`src/rtl/io_pkg.sv`:
```
// Shared constants and types for the IO peripheral responder.
// Latency: n/a (declarations only).
// Backpressure: n/a (declarations only).
package io_pkg;

  // LED write sub-address encodings (addr_lo)
  localparam logic [1:0] LED_LO = 2'b00;  // led[7:0]  <= wdata[7:0]
  localparam logic [1:0] LED_HI = 2'b01;  // led[15:8] <= wdata[7:0]
  localparam logic [1:0] LED_HW = 2'b10;  // led       <= wdata[15:0]

  // Active-low cathode and anode patterns
  localparam logic [7:0] SEG_OFF  = 8'hFF;
  localparam logic [7:0] SEG_ZERO = 8'hC0;
  localparam logic [7:0] AN_OFF   = 8'hFF;

  localparam int NDIG = 8;

  // Scan FSM state: the digit currently lit
  typedef enum logic [2:0] {
    DIG0, DIG1, DIG2, DIG3, DIG4, DIG5, DIG6, DIG7
  } digit_t;

endpackage

```
`src/rtl/seg_hex_decode.sv`:
```
// Hex nibble to active-low seven-segment cathode pattern, decimal point off.
// Latency: purely combinational, zero cycles.
// Backpressure: none.
// Ports: nibble (4-bit value), cat (bit7 = dp, bits[6:0] = g..a, active-low).
module seg_hex_decode
  import io_pkg::*;
(
  input  logic [3:0] nibble,
  output logic [7:0] cat
);

  always_comb begin
    cat = SEG_OFF;
    case (nibble)
      4'h0: cat = SEG_ZERO;
      4'h1: cat = 8'hF9;
      4'h2: cat = 8'hA4;
      4'h3: cat = 8'hB0;
      4'h4: cat = 8'h99;
      4'h5: cat = 8'h92;
      4'h6: cat = 8'h82;
      4'h7: cat = 8'hF8;
      4'h8: cat = 8'h80;
      4'h9: cat = 8'h90;
      4'hA: cat = 8'h88;
      4'hB: cat = 8'h83;
      4'hC: cat = 8'hC6;
      4'hD: cat = 8'hA1;
      4'hE: cat = 8'h86;
      4'hF: cat = 8'h8E;
      default: cat = SEG_OFF;
    endcase
  end

endmodule

```
`src/rtl/io_periph_responder.sv`:
```
// Memory-mapped IO responder: debounced switch reads, LED/display writes, 8-digit hex scan.
// Latency: reads combinational (0 cycles); writes take effect on the select edge; switch change reaches the read path after 3+DEB_CYCLES edges.
// Backpressure: none; every select is accepted in the cycle it is asserted.
// Ports: clk, rst_n (async active-low); switch_cs/led_cs/seg_cs, addr_lo, wdata from the CPU decode;
//        io_rdata back to the CPU; sw_in raw pins; led_out, seg_an, seg_cat to the board.
// Optional: define IO_SEG_LZ_BLANK_EN to blank digits above the most significant nonzero nibble.
module io_periph_responder
  import io_pkg::*;
#(
  parameter logic [19:0] DEB_CYCLES = 20'd1000000,
  parameter logic [16:0] SCAN_DIV   = 17'd100000
) (
  input  logic        clk,
  input  logic        rst_n,
  input  logic        switch_cs,
  input  logic        led_cs,
  input  logic        seg_cs,
  input  logic [1:0]  addr_lo,
  input  logic [31:0] wdata,
  output logic [7:0]  io_rdata,
  input  logic [15:0] sw_in,
  output logic [15:0] led_out,
  output logic [7:0]  seg_an,
  output logic [7:0]  seg_cat
);

  logic [15:0] sync1, sync2, cand, stable;
  logic [19:0] deb_cnt;
  logic [15:0] led;
  logic [31:0] seg_val;
  logic [16:0] psc;
  digit_t      idx;

  // Switch path: two-flop synchronizer, then a candidate must hold for
  // DEB_CYCLES consecutive cycles before being promoted to stable.
  always_ff @(posedge clk or negedge rst_n) begin
    if (!rst_n) begin
      sync1   <= '0;
      sync2   <= '0;
      cand    <= '0;
      stable  <= '0;
      deb_cnt <= '0;
    end else begin
      sync1 <= sw_in;
      sync2 <= sync1;
      if (sync2 != cand) begin
        cand    <= sync2;
        deb_cnt <= '0;
      end else if (deb_cnt == DEB_CYCLES - 20'd1) begin
        stable <= cand;  // counter parks here until the next change
      end else begin
        deb_cnt <= deb_cnt + 20'd1;
      end
    end
  end

  // Zero-latency read so a single-cycle CPU sees the byte in the same cycle
  assign io_rdata = !switch_cs ? 8'h00 : (addr_lo[0] ? stable[15:8] : stable[7:0]);

  // CPU writes; LED and display selects are handled independently
  always_ff @(posedge clk or negedge rst_n) begin
    if (!rst_n) begin
      led     <= '0;
      seg_val <= '0;
    end else begin
      if (led_cs) begin
        case (addr_lo)
          LED_LO:  led[7:0]  <= wdata[7:0];
          LED_HI:  led[15:8] <= wdata[7:0];
          LED_HW:  led       <= wdata[15:0];
          default: led       <= led;
        endcase
      end
      if (seg_cs)
        seg_val <= wdata;
    end
  end

  assign led_out = led;

  // Scan FSM: one digit per SCAN_DIV cycles, writes do not disturb timing
  always_ff @(posedge clk or negedge rst_n) begin
    if (!rst_n) begin
      psc <= '0;
      idx <= DIG0;
    end else if (psc == SCAN_DIV - 17'd1) begin
      psc <= '0;
      idx <= digit_t'(3'(idx + 3'd1));
    end else begin
      psc <= psc + 17'd1;
    end
  end

  logic [7:0] an_lit;
  assign an_lit = ~(8'b1 << idx);

  seg_hex_decode u_dec (
    .nibble (seg_val[{idx, 2'b00} +: 4]),
    .cat    (seg_cat)
  );

`ifdef IO_SEG_LZ_BLANK_EN
  // Most significant nonzero nibble; 0 when the whole value is zero so
  // digit 0 always shows.
  logic [2:0] msd;
  always_comb begin
    msd = 3'd0;
    for (int i = 0; i < NDIG; i++)
      if (seg_val[4*i +: 4] != 4'h0)
        msd = 3'(i);
  end
  assign seg_an = (3'(idx) > msd) ? AN_OFF : an_lit;
`else
  assign seg_an = an_lit;
`endif

endmodule

```
`config.mk`:
```
export PLATFORM = sky130hd
export DESIGN_NAME = io_periph_responder
export DESIGN_NICKNAME = d
export VERILOG_FILES = /design/src/rtl/io_pkg.sv /design/src/rtl/seg_hex_decode.sv /design/src/rtl/io_periph_responder.sv
export SDC_FILE = /design/constraint.sdc
export NUM_CORES = 1
export LEC_CHECK = 0
export CAP_MARGIN = 20
export CORE_UTILIZATION = 30
export CTS_CLUSTER_DIAMETER = 50
export CTS_CLUSTER_SIZE = 10
export DETAILED_ROUTE_END_ITERATION = 8
export PLACE_DENSITY = 0.54
export RECOVER_POWER = 50
export SLEW_MARGIN = 20
export SYNTH_ARGS = -nofsm -noshare
export SYNTH_HDL_FRONTEND = slang
export SYNTH_SLANG_ARGS = --single-unit
```
`constraint.sdc`:
```
create_clock -name clk -period 7.37 [get_ports clk]
set_clock_uncertainty 0.1 [all_clocks]
set_input_delay 0.737 -clock clk [delete_from_list [all_inputs] [get_ports clk]]
set_output_delay 0.737 -clock clk [all_outputs]
set_load 0.1 [all_outputs]
```
==> results.txt <==
clock sinks - 152
Min-Delay Endpoint - sync2[7]$_DFF_PN0_
Leak Pwr - 0.003575 uW
post-synthesis average cell area - 12.73 sq um
Post-synth EDFFs - 0
Root Buffer - clkbuf_16
Peak VDD IR - 0.1911 mV
DR iter-0 viols - 150
ys async rst share - 100.0%
hold_sp - sync1[7]$_DFF_PN0_
Clock Latency Late Sink - 0.42 ns
Final ANT Viol Nets - 0
crit path kind - reg -> out
share of cells above drive strength 1 - 16.69%
H-tree depth - 4
Reg-to-Reg End - stable[11]$_DFFE_PN0P_
Crit path required time - 6.53 ns
Finished Cell Area - 8358 sq um
Final GP Congestion - 0.8418
Nets - 668
Compound-Gate Fraction of Synth Area - 2.727%
Reg area - 3804 sq um
Hold Vio Cnt, Final - 0
vias in the first global route - 4530
first-pass GRT wire length - 22700 um
Mapped Nets - 589
hold buffer count at CTS - 0
Worst-Margin Slew - 1.718 ns
WHS - 0.2495 ns
Fmax - 205.0 MHz
antenna cell count - 0
reg2reg path depth - 5
full die area - 22620 sq um
initial antenna violation count - 0
Die X - 150.4 um
Seq/Total Area, Yosys - 57.58%
routed len/inst - 15.53 um
CP endpoint kind - primary output
post-place setup slack - 2.912 ns
final slew viol count - 33
grt total ovfl - 0
CTS tree - yes
Worst EP arrival - 4.04 ns
FF+latch count, synth - 152
Post-Route Setup TNS - 0 ns
Startpoint Class - register
# Post-CTS Setup Buffers - 0
multi-input logic area - 2599 sq um
clk slew on worst S/H paths - 0.06 ns
Cell Area, Placed - 7746 sq um
Pwr Total - 2171 uW
Initial DRT Pass Iterations - 4
Initial Utilization - 31.04%
area grow syn2layout - 26.52%
Reg2Reg Launch Point - cand[12]$_DFFE_PN0N_
Critical Path Fanout Max - 11
DRC - 0
largest net degree at the start of global routing - 101
Detailed Place HPWL - 9726 um
total routed wirelength - 13760 um
Primary FF master, synth - dfrtp_1
Via density - 4.639
I/O pin count - 95
Hold Path Depth - 0
largest family of logic cells by synthesized area - multiplexers
Slew HR - -14.53%
Final Cycle Share - 66.20%
PostCTS Resize Cnt - 0
Rows - 53
commonest non-fill, non-tap cell in the layout - dfrtp_1
failing checks - max-capacitance violations, max-slew violations
XOR/XNOR Fraction of Synth Area - 6.231%
Port Buffer Count - 93
die height - 150.4 um
CTS buffer count - 17
Final min period - 4.879 ns
Adder-Cell Fraction of Synth Area - 2.841%
unrepaired setup endpoints after global routing - false
Synth Warn # - 0
area of the core - 21290 sq um
via count - 4110
clock tree buffer depth - 2
worst min path class - reg -> reg
post-synthesis mux area share - 16.97%
R2R Setup Slk - 3.73 ns
final setup fails - 0
all-layer global routing usage - 13.08%
commonest cells after routing, fill and taps aside - dfrtp_1 (152), clkdlybuf4s50_1 (75), mux2_2 (48), nor2_1 (41), xor2_1 (30)
status - finished with violations
worst path setup slack after routing - 2.491 ns
Fill cells - 1983
Mapped Area - 6606 sq um
pwr/cell area - 259.7 nW/um^2
Post-Syn Instances - 519
max cap viols - 1
Synth Area in Simple Gates - 10.51%
count of different cell masters after synthesis - 44
-- sequential cells by signal (all words and copies together), names as in the netlist --
signal / cells
sync2: 16
psc: 17
deb_cnt: 20
seg_val: 32
idx: 3
cand: 16
sync1: 16
led_out: 16
stable: 16
-- worst max-delay path, stage by stage (launching register included) --
cell             delay, ns
dfrtp_1               0.70
mux4_2                0.57
mux2i_1               0.68
and2_1                0.29
a22oi_1               0.12
o31ai_1               0.09
clkdlybuf4s50_1       1.17
-- cell usage after synthesis, types with 2 or more instances --
cell | instances | share of area (%)
a21oi_1 | 12 | 0.91
nor4_1 | 6 | 0.57
and2_1 | 3 | 0.28
buf_4 | 2 | 0.23
mux2_4 | 10 | 2.3
xnor2_1 | 17 | 2.3
and3_1 | 9 | 0.85
inv_1 | 13 | 0.74
buf_2 | 4 | 0.30
o21ai_0 | 7 | 0.53
a22o_1 | 3 | 0.40
clkbuf_1 | 25 | 1.4
o211ai_1 | 3 | 0.34
nor3_1 | 7 | 0.53
mux2_2 | 48 | 8.2
mux2i_1 | 25 | 3.8
nand2_1 | 20 | 1.1
xor2_1 | 30 | 4.0
or4b_1 | 2 | 0.30
ha_1 | 15 | 2.8
buf_1 | 3 | 0.17
mux4_2 | 8 | 2.7
nor4b_1 | 2 | 0.27
nand3_1 | 13 | 0.98
nor2b_1 | 10 | 0.95
nor2_1 | 41 | 2.3
and4_1 | 4 | 0.53
dfrtp_1 | 152 | 58
or3_1 | 3 | 0.28
nand4_1 | 8 | 0.76
-- worst max path at each step --
stage	from	endpoint	slack, ns	cells past startpoint
finish	idx[0]$_DFFE_PN0N_	seg_cat[0]	2.49	6
global route	idx[0]$_DFFE_PN0N_	seg_cat[0]	2.21	6
global placement	idx[0]$_DFFE_PN0N_	seg_cat[0]	3.04	6
CTS	idx[0]$_DFFE_PN0N_	seg_cat[0]	2.46	6
floorplan	idx[0]$_DFFE_PN0N_	seg_cat[0]	2.46	6
detailed placement	idx[0]$_DFFE_PN0N_	seg_cat[0]	2.91	6
-- layout make-up --
type	instances	share of cell area [%]
Sequential cell	152	45.51
Multi-Input combinational cell	318	31.09
Timing Repair Buffer	95	11.29
Clock buffer	18	5.254
Tap cell	275	4.117
Clock inverter	14	2.111
Inverter	14	0.6287
-- per-layer routing --
| metal | track usage (%) | vias up | part of all wire, % |
|---|---|---|---|
| met5 | 0 | - | 0 |
| met4 | 5.606 | 0 | 2.4 |
| met3 | 4.333 | 25 | 5.8 |
| met2 | 20.37 | 90 | 46 |
| met1 | 16.53 | 2057 | 46 |
| li1 | - | 1938 | - |
-- report_power, final --
group / switching (uW) / internal (uW)
Sequential: 27.8 / 882
Combinational: 249 / 111
Clock: 379 / 523
-- stage by stage --
stage	instances	util, %
floorplan	519	-
global placement	854	36.39
detailed placement	854	36.39
CTS	886	39.28
global route	886	39.26
finish	886	39.26
-- cell families after synthesis --
group / after synthesis
AND/OR/NAND/NOR: 134
XOR/XNOR: 47
flip-flops: 152
buffers and inverters: 49
AO/OA/AOI/OAI: 30
adder cells (fa/ha/maj): 15
multiplexers: 91
other: 1
Power figures use the tool's default switching activity.
==> patch, RTL diff (same flow settings) <==
Add an input register stage for `wdata`, with the module's reset; this delays it by one clock. The other inputs are not delayed to match.
--- a/src/rtl/io_periph_responder.sv
+++ b/src/rtl/io_periph_responder.sv
@@ -25,2 +25,12 @@
 );
+
+  logic [31:0] wdata_q;
+
+  always_ff @(posedge clk or negedge rst_n) begin
+    if (!rst_n) begin
+      wdata_q <= '0;
+    end else begin
+      wdata_q <= wdata;
+    end
+  end
 
@@ -67,5 +77,5 @@
         case (addr_lo)
-          LED_LO:  led[7:0]  <= wdata[7:0];
-          LED_HI:  led[15:8] <= wdata[7:0];
-          LED_HW:  led       <= wdata[15:0];
+          LED_LO:  led[7:0]  <= wdata_q[7:0];
+          LED_HI:  led[15:8] <= wdata_q[7:0];
+          LED_HW:  led       <= wdata_q[15:0];
           default: led       <= led;
@@ -74,3 +84,3 @@
       if (seg_cs)
-        seg_val <= wdata;
+        seg_val <= wdata_q;
     end
Formal check against the unedited RTL: not equivalent (Yosys sat finds a counterexample within 4 cycles, from zero or initial values and one cycle with rst_n low).
==> patch against the unedited design <==
The run still ends with capacitance limit, slew limit left; largest cell class unchanged; routed wire length is 2.7% higher; first-iteration DRC count is 49% higher; power is 6.8% higher; critical path depth stayed put; critical path type unchanged; final area is 8.6% higher; sequential cell count is 32 higher; area after synthesis is 11% higher; setup slack worse by 0.025 ns.
==> patch: results (changes against the unedited design) <==
- Status: finished, violations left
- Failing checks: capacitance limit, slew limit
- GRT Total Usage: 0.123 (-0.00760)
- Clk pwr share: 0.371 (-0.044)
- Placed inst area: 0.00852 sq mm (+9.9%)
- Reg2reg start: cand[5]
- Met2 usage: 0.193 (-0.0105)
- Worst slew margin: -0.180 (-0.0350)
- Switching share of power: 0.302 (about the same)
- Total number of vias: 4222 (+2.7%)
- HP Start: sync1[2]
- Max Slew Vio Count: 33 (unchanged)
- Synth unique cells: 40 (-9.1%)
- Met1 WL: 6660 um (+5.7%)
- Initial antenna violation count: 3 (+3)
- Worst Path Arrival: 4.07 ns (+0.03 ns)
- Pwr dens: 255 mW/mm^2 (-1.7%)
- Tcrit/Tclk final: 0.665 (+0.00343)
- Top flop regs: seg_val: 32 flops, wdata_q: 32 flops, deb_cnt: 20 flops
- Syn nets: 610 (+3.6%)
- Global-route wire length before repair: 23600 um (+4.0%)
- Setup WS pre-CTS: 2.92 ns (+0.00628 ns)
- Vias in the first global route: 4502 (-0.62%)
- Reg2reg setup slack: 3.70 ns (-0.03 ns)
- Iteration-0 DRC Markers: 223 (+49%)
- Synth top cells by count: dfrtp_1 (184), mux2_2 (48), nor2_1 (42), xor2_1 (33), mux2i_1 (25)
- Metal3 WL: 492 um (-38%)
- Register area share after synthesis: 0.629 (+0.0535)
- Seq. pwr: 1.10 mW (+21%)
- Met1 Usage GRT: 0.163 (-0.00204)
- Detailed placement HPWL: 9940 um (+2.2%)
- Placed cells: 921 (+7.8%)
- WHS: 0.250 ns (+0.000842 ns)
- VDD IR max: 0.140 mV (-27%)
- Ratio of cells with drive above 1 in the final layout: 0.157 (-0.0103)
- # Max-Cap Violations: 1 (unchanged)
- Met3 usage: 0.0320 (-0.0113)
- Post-DR wirelength/cell: 14.8 um (-4.7%)
patch: kinds of logic (layout without fill, tap and decap cells):
| kind of cell | Yosys count | in the layout | synth area share |
|---|---|---|---|
| DFF | 184 | 184 | 0.629 |
| and+or+nand+nor | 128 | 128 | 0.0869 |
| muxes | 91 | 91 | 0.153 |
| buffers and inverters | 46 | 138 | 0.0267 |
| xor gates and xnor gates | 45 | 45 | 0.0539 |
| AOI/OAI and AO/OA | 30 | 30 | 0.0239 |
| adders and majority gates | 15 | 15 | 0.0256 |
| other | 1 | 5 | 0.000513 |
patch: area by class of cell:
cell class | count | area (sq um)
fill | 2279 | 14600
sequential | 184 | 4600
timing repair buffer | 95 | 946
clock inverter | 13 | 128
inverter | 13 | 48.8
antenna | 4 | 10.0
clock buffer | 17 | 425
multi-input combinational | 310 | 2520
tap | 319 | 399
